**config.mk**
```make
export PLATFORM = sky130hd
export DESIGN_NAME = rv32i_mem_stage
export DESIGN_NICKNAME = d
export VERILOG_FILES = /design/src/rtl/rv32i_mem_stage.sv
export SDC_FILE = /design/constraint.sdc
export NUM_CORES = 1
export LEC_CHECK = 0
export BUFFER_PORTS_ARGS = -buffer_cell sky130_fd_sc_hd__buf_2
export CORE_AREA = 8 8 141 143
export DETAILED_ROUTE_END_ITERATION = 10
export DIE_AREA = 0 0 149 151
export GPL_TIMING_DRIVEN = 0
export PLACE_DENSITY = 0.71
export SLEW_MARGIN = 15
export SYNTH_ARGS = -nofsm -noshare
export SYNTH_HDL_FRONTEND = slang
export SYNTH_SLANG_ARGS = --single-unit
export TNS_END_PERCENT = 20
```
**constraint.sdc**
```tcl
create_clock -name clk -period 3.56 [get_ports clk]
set_input_delay 1.068 -clock clk [delete_from_list [all_inputs] [get_ports clk]]
set_output_delay 1.068 -clock clk [all_outputs]
set_load 0.01 [all_outputs]
```
**src/rtl/rv32i_mem_stage.sv**
```systemverilog
// RV32I memory stage: drives the data-memory req/ack port, extracts and extends load
// data, owns the MEM->WB pipeline register and supplies forwarding data and a stall.
module rv32i_mem_stage #(
    parameter logic [31:0] NOP_IW   = 32'h00000013,
    parameter int unsigned MAX_WAIT = 15
) (
    input  logic        clk,
    input  logic        reset,
    input  logic        wb_en_in,
    input  logic [4:0]  wb_reg_in,
    input  logic [31:0] pc_in,
    input  logic [31:0] iw_in,
    input  logic [31:0] alu_in,
    input  logic [31:0] rs2_in,
    output logic        dm_req,
    output logic        dm_we,
    output logic [31:0] dm_addr,
    output logic [3:0]  dm_be,
    output logic [31:0] dm_wdata,
    input  logic [31:0] dm_rdata,
    input  logic        dm_ack,
    output logic        stall_out,
    output logic        wb_en_out,
    output logic [4:0]  wb_reg_out,
    output logic [31:0] pc_out,
    output logic [31:0] iw_out,
    output logic [31:0] alu_out,
    output logic        misalign_err,
    output logic        bus_err,
    output logic        df_mem_enable,
    output logic [4:0]  df_mem_reg,
    output logic [31:0] df_mem_data
);

    localparam int unsigned CNT_W     = 4;
    localparam logic [6:0]  OPC_LOAD  = 7'b0000011;
    localparam logic [6:0]  OPC_STORE = 7'b0100011;

    typedef enum logic {IDLE, BUSY} state_t;

    state_t             state_q;
    logic [CNT_W-1:0]   cnt_q;

    logic        is_load;
    logic        is_store;
    logic        is_mem;
    logic        misalign;
    logic        mem_go;
    logic        done;
    logic        abort;
    logic [3:0]  lane_be;
    logic [31:0] lane_wdata;
    logic [7:0]  ld_byte;
    logic [15:0] ld_half;
    logic [31:0] ld_data;

    // Decode, alignment check and lane steering for the current instruction
    always_comb begin
        is_load    = (iw_in[6:0] == OPC_LOAD);
        is_store   = (iw_in[6:0] == OPC_STORE);
        is_mem     = is_load | is_store;
        misalign   = 1'b0;
        lane_be    = 4'b0000;
        lane_wdata = rs2_in;
        case (iw_in[13:12])
            2'b00: begin
                lane_be    = 4'b0001 << alu_in[1:0];
                lane_wdata = {4{rs2_in[7:0]}};
            end
            2'b01: begin
                lane_be    = alu_in[1] ? 4'b1100 : 4'b0011;
                lane_wdata = {2{rs2_in[15:0]}};
                misalign   = alu_in[0];
            end
            default: begin
                lane_be    = 4'b1111;
                lane_wdata = rs2_in;
                misalign   = |alu_in[1:0];
            end
        endcase
        misalign = misalign & is_mem;
        mem_go   = is_mem & ~misalign;
    end

    // Load byte/halfword selection and extension
    always_comb begin
        ld_byte = dm_rdata[{alu_in[1:0], 3'b000} +: 8];
        ld_half = alu_in[1] ? dm_rdata[31:16] : dm_rdata[15:0];
        case (iw_in[14:12])
            3'b000:  ld_data = {{24{ld_byte[7]}}, ld_byte};
            3'b001:  ld_data = {{16{ld_half[15]}}, ld_half};
            3'b100:  ld_data = {24'h000000, ld_byte};
            3'b101:  ld_data = {16'h0000, ld_half};
            default: ld_data = dm_rdata;
        endcase
    end

    assign dm_req    = ~reset & mem_go;
    assign dm_we     = dm_req & is_store;
    assign dm_addr   = {alu_in[31:2], 2'b00};
    assign dm_be     = dm_req ? lane_be : 4'b0000;
    assign dm_wdata  = dm_we ? lane_wdata : 32'h0;
    assign done      = dm_req & dm_ack;
    assign abort     = (state_q == BUSY) & dm_req & ~dm_ack
                     & (cnt_q == CNT_W'(MAX_WAIT - 1));
    assign stall_out = dm_req & ~dm_ack & ~abort;

    assign df_mem_enable = wb_en_out;
    assign df_mem_reg    = wb_reg_out;
    assign df_mem_data   = alu_out;

    // Request FSM, wait counter and MEM->WB register
    always_ff @(posedge clk) begin
        if (reset) begin
            state_q      <= IDLE;
            cnt_q        <= '0;
            wb_en_out    <= 1'b0;
            wb_reg_out   <= 5'd0;
            pc_out       <= 32'h0;
            iw_out       <= NOP_IW;
            alu_out      <= 32'h0;
            misalign_err <= 1'b0;
            bus_err      <= 1'b0;
        end else begin
            case (state_q)
                IDLE: begin
                    if (stall_out) begin
                        state_q <= BUSY;
                        cnt_q   <= '0;
                    end
                end
                BUSY: begin
                    if (stall_out) begin
                        cnt_q <= cnt_q + CNT_W'(1);
                    end else begin
                        state_q <= IDLE;
                        cnt_q   <= '0;
                    end
                end
                default: state_q <= IDLE;
            endcase

            if (stall_out) begin
                wb_en_out    <= 1'b0;
                wb_reg_out   <= 5'd0;
                pc_out       <= 32'h0;
                iw_out       <= NOP_IW;
                alu_out      <= 32'h0;
                misalign_err <= 1'b0;
                bus_err      <= 1'b0;
            end else begin
                wb_en_out    <= wb_en_in & ~is_store & ~misalign & ~abort;
                wb_reg_out   <= wb_reg_in;
                pc_out       <= pc_in;
                iw_out       <= iw_in;
                alu_out      <= (is_load & done) ? ld_data : alu_in;
                misalign_err <= misalign;
                bus_err      <= abort;
            end
        end
    end

endmodule
```
After elaboration in Yosys (flattened, before gate mapping)
Cells that the tools add are included.
Cells by class
  add/sub/neg operators: 1
  equality and inequality tests: 8
  shift operators: 2
  multiplexer cells: 13
  bitwise operators: 21
  reductions and logical operators: 4
Operators with widths (count)
  $pmux 32 s4: 1
  $mux 32: 2
  $pmux 32 s2: 1
  $shiftx 32x6->8: 1
  $mux 16: 1
  $mux 4: 4
  $pmux 4 s2: 2
  $and 1x1->1: 14
  $eq 7x2->1 const B: 1
  $eq 7x6->1 const B: 1
  $eq 3x3->1 const B: 2
  $not 1->1: 6
  $add 4x1->4 const B: 1
  $eq 4x4->1 const B: 1
  $reduce_or 2->1: 2
  $shl 1x2->4 const A: 1
  $eq 3x1->1 const B: 1
  $logic_not 3->1: 1
  $eq 2x1->1 const B: 1
  $logic_not 2->1: 1
  $ne 2x2->1 const B: 1
  $pmux 1 s2: 1
  $mux 1: 1
  $or 1x1->1: 1
Word-level totals
  register bits after elaboration: 109
  input bits: 169
  logic and storage cells: 58

Longest topological paths before layout
  depth in word-level cells: 13
  depth in mapped cells: 9

Worst setup path before layout
No wires, ideal clock.
  kind: input-to-output
  from: input iw_in[12]
  to: output dm_wdata[13]
  arrival: 2.737 ns
  data required time: 2.492 ns
  path slack: -0.245 ns
  cell stages on the path: 8
  cells stage by stage: buf_2 o21a_1 or4_4 buf_6 clkinv_1 nand2_1 clkbuf_1 a21oi_1
On the way
  cells in the longest elaborated chain, start to end: 8
  elaborated cells on any way between the ends: 10
  classes of those cells: eq/ne: 1; mux: 3; bitwise: 5; reduce/logical: 1
Ends and longest elaborated chain
  start, declared: RTL line 12  | input logic [31:0] iw_in,
  $eq 2x1->1 / $logic_not 2->1 (equally long branches): RTL line 65  | case (iw_in[13:12])
  $pmux 1 s2 (*): RTL line 65
  $and 1x1->1 (*): RTL line 81  | misalign = misalign & is_mem;
  $not 1->1 (*): RTL line 82  | mem_go = is_mem & ~misalign;
  $and 1x1->1 (*): RTL line 82
  $and 1x1->1 (*): RTL line 98  | assign dm_req = ~reset & mem_go;
  via dm_req: RTL line 15  | output logic dm_req,
  $and 1x1->1 (*): RTL line 99  | assign dm_we = dm_req & is_store;
  $mux 32 (*): RTL line 102  | assign dm_wdata = dm_we ? lane_wdata : 32'h0;
  end, declared: RTL line 19  | output logic [31:0] dm_wdata,
The timed path passes the listed nets; every way through them passes the cells marked *.

Worst setup path in the final report
  from: input iw_in[6]
  to: output dm_wdata[29]
On the way
  cells in the longest elaborated chain, start to end: 8
  elaborated cells on any way between the ends: 9
  classes of those cells: eq/ne: 2; mux: 1; bitwise: 6
Ends and longest elaborated chain
  $eq 7x2->1 / $eq 7x6->1 (equally long branches): RTL line 59, 60
  $or 1x1->1: RTL line 61  | is_mem = is_load | is_store;
  $and 1x1->1: RTL line 81
  $not 1->1: RTL line 82
  $and 1x1->1: RTL line 82
  $and 1x1->1: RTL line 98
  $and 1x1->1 (*): RTL line 99
  $mux 32 (*): RTL line 102
Mark *: on every way between the ends. The rest lies on a longest branch, timed or not.

==> run metrics <==
top-level port count 382; Async S/R FF share, synth 0; CP Max Fanout 8; Synth warnings 0; Post-Synthesis Cell Area 5067 µm²; final non-filler cell total 1226; met2 usage 0.3473; port buffer count 376; CTS tree done; status finished, violations left; antenna violations before repair 1; Pleak 4.136 nW; top-count cell post-synth dfxtp_1; Worst Path Arrival 2650 ps; Fin. Hold Viols 0; Synth Area in XOR/XNOR 0; Final Net Count 1164; hold path depth 2; EDFF count, synth 0; Pre-antenna DRT Iters 4; Slew headroom 0.2502; total grt overflow 0; critical path cell sequence buf_8, or3_4, or4_4, clkinv_8, nand2_8, clkbuf_16, nor2_2, buf_2; Synth Area in Compound Gates 0.1244; ratio of cells with drive above 1 in the final layout 0.5266; initial core utilization 0.2870; RSZ-0062 raised after global routing true; Yosys top cell area share 0.4306; H-tree levels 3; Reg clk slew, reported paths 70 ps; GPL Wtd Cong 0.8357; Post-synth top cells dfxtp_1 (109), buf_4 (70), nand2_1 (68); average size of a mapped cell 8.502 µm²; Tmin final 3714 ps; most used flip-flop cell after synthesis dfxtp_1; Max Cap Viol 0; # DRC 0; die area 22500 µm²; largest net degree at the start of global routing 20; row cnt 49; required time worst endpoint 2490 ps; Yosys top cell by area dfxtp_1; smallest setup slack after layout -154.5 ps; dpl cells 1203; slew of the pin with the lowest slew margin 1122 ps; largest family of logic cells by synthesized area simple AND/OR/NAND/NOR gates; Initial DRC Count 206; failing checks setup timing; Cell Pwr Density 362.7 nW/µm²; Setup Viol. Count Final 35; Critical Path Max Stage Delay 490 ps; Design Power 2.909 mW; n_diodes 0; FF-to-FF Start cnt_q[0]$_SDFFE_PP0P_; Worst-Skew Late Latency 350 ps; Routed WL 23.19 mm; post-synthesis mux area share 0.06370; clk sinks 109; Post-Synth Adder-Cell Area 0.004938; Die X 149 µm; CTS Buf Count 9; vias per cell 4.545; Fin Clk Skew 11.70 ps; Slowest cell on crit path or4_4; Max Freq 0.2692 GHz; crit end category primary output; CP startpoint kind input port; Final Cycle Share 1.043; Syn-to-layout area delta 58.25%; CTS Buffer Depth 2; crit path from iw_in[6]; vias in the first global route 5696; Top Registers alu_out: 32 flops, iw_out: 32 flops, pc_out: 32 flops; critical path class in2out; met3 Usage GRT 0.05617; Final HPWL DP 19.20 mm; Simple-Gate Fraction of Synth Area 0.2353; post-route antenna net violation count 0; Synth area leaders dfxtp_1 (43%), buf_4 (10%), and2_1 (8.0%), mux2i_1 (5.9%), nand2_1 (5.0%); global-route wire length before repair 32.78 mm; number of synthesized register bits 109; drt wl/cell 18.92 µm; min-delay worst type reg2reg; Reg2Reg Depth 9; Most Crowded Layer GR met2; Total Routing Usage GR 0.1914; post-synth cell types 46; Post-Synthesis Cells 596; die height 151 µm; M1 GR Usage 0.2102; via count 5572; sequential element share of the synthesized area 0.4306; min-delay src cnt_q[3]$_SDFFE_PP0P_; clk root buf clkbuf_16; Worst VDD drop 0.2119 mV; core area 17660 µm²; hold_buf cts 0; final slew viol count 0
==> cells in the final DEF (no fill, tap or decap), types with 2 or more instances in the layout <==
| master | Yosys | layout |
|---|---|---|
| and2_1 | 65 | 65 |
| a21oi_1 | 32 | 26 |
| or3_1 | 2 | 2 |
| clkbuf_2 | 0 | 2 |
| a22oi_1 | 7 | 7 |
| nand2b_1 | 5 | 5 |
| ha_1 | 2 | 2 |
| nor3_1 | 11 | 10 |
| nand2_1 | 68 | 67 |
| or3_4 | 2 | 2 |
| buf_2 | 4 | 364 |
| and3_1 | 8 | 7 |
| o21ai_0 | 23 | 23 |
| clkbuf_16 | 0 | 11 |
| clkbuf_1 | 31 | 24 |
| mux2_2 | 2 | 2 |
| a211oi_1 | 22 | 22 |
| conb_1 | 1 | 2 |
| nor4_2 | 0 | 2 |
| mux2i_1 | 30 | 30 |
| inv_1 | 5 | 5 |
| nor2_1 | 56 | 40 |
| inv_8 | 0 | 3 |
| a21oi_2 | 0 | 3 |
| or2_2 | 2 | 2 |
| o22ai_1 | 6 | 6 |
| nand3b_1 | 3 | 3 |
| a21o_1 | 2 | 2 |
| buf_6 | 2 | 21 |
| buf_4 | 70 | 76 |
| clkinvlp_4 | 0 | 2 |
| a21oi_4 | 0 | 3 |
| nand3_1 | 5 | 5 |
| nor2_2 | 0 | 6 |
| dfxtp_1 | 109 | 109 |
| clkbuf_4 | 0 | 2 |
| nor2_4 | 1 | 11 |
==> report_power, final <==
group	internal, mW	switching, mW
Combinational	0.268	0.296
Clock	0.557	0.484
Sequential	1.28	0.0222
Total	2.11	0.802
==> layer usage <==
layer	share of wire	wire, µm	up-vias
met5	0.00069	16	-
met4	0.019	451	2
met1	0.38	8838	2564
met3	0.091	2113	32
met2	0.51	11770	260
li1	-	-	2714
==> worst max-delay path: cells and delay by family <==
kind	cells	cell delay, ps
buffers and inverters	4	500
and+or+nand+nor	4	1060
==> path summary, 6_finish.rpt <==
| path | to | slack [ps] |
|---|---|---|
| max | dm_wdata[29] | -150 |
| min | cnt_q[3]$_SDFFE_PP0P_ | 500 |
| max reg2reg | pc_out[24]$_SDFF_PP0_ | 1080 |
| min reg2reg | cnt_q[3]$_SDFFE_PP0P_ | 500 |
==> kinds of logic (layout without fill, tap and decap cells) <==
logic type,count (synthesis),after routing
flip-flops,109,109
other,1,2
adder cells (fa/ha/maj),2,2
AND/OR/NAND/NOR,238,238
multiplexers,32,32
AO/OA/AOI/OAI,100,100
buffers and inverters,114,514
==> repair_timing <==
action                                 4_1_cts  5_1_grt
pin swaps                                    7        8
resized for setup                           30       23
setup endpoints to repair                   37       37
endpoints found under the hold margin        0        0
setup buffers                                6        1
gates cloned                                 1        1
==> per-stage QoR <==
stage	area, µm²	TNS (ps)	hold WS, ps	util	setup WS [ps]
after floorplan	5231	0	459.7	-	5.369
after global placement	7400	-11090	477.5	0.4191	-589.7
after detailed placement	7420	-11730	489.7	0.4202	-604.1
after CTS	7918	-4552	501.4	0.4484	-192.9
after global routing	8019	-4235	527.6	0.4542	-190.8
final	8019	-2446	499.9	0.4542	-154.5
==> layout make-up <==
| class | instances | area [µm²] |
|---|---|---|
| Fill cell | 1738 | 9638 |
| Timing Repair Buffer | 386 | 2097 |
| Buffer | 107 | 732.0 |
| Sequential cell | 109 | 2182 |
| Clock inverter | 6 | 78.83 |
| Tap cell | 229 | 286.5 |
| Inverter | 6 | 35.03 |
| Multi-Input combinational cell | 374 | 2382 |
| Clock buffer | 9 | 225.2 |
Power figures use the tool's default switching activity.
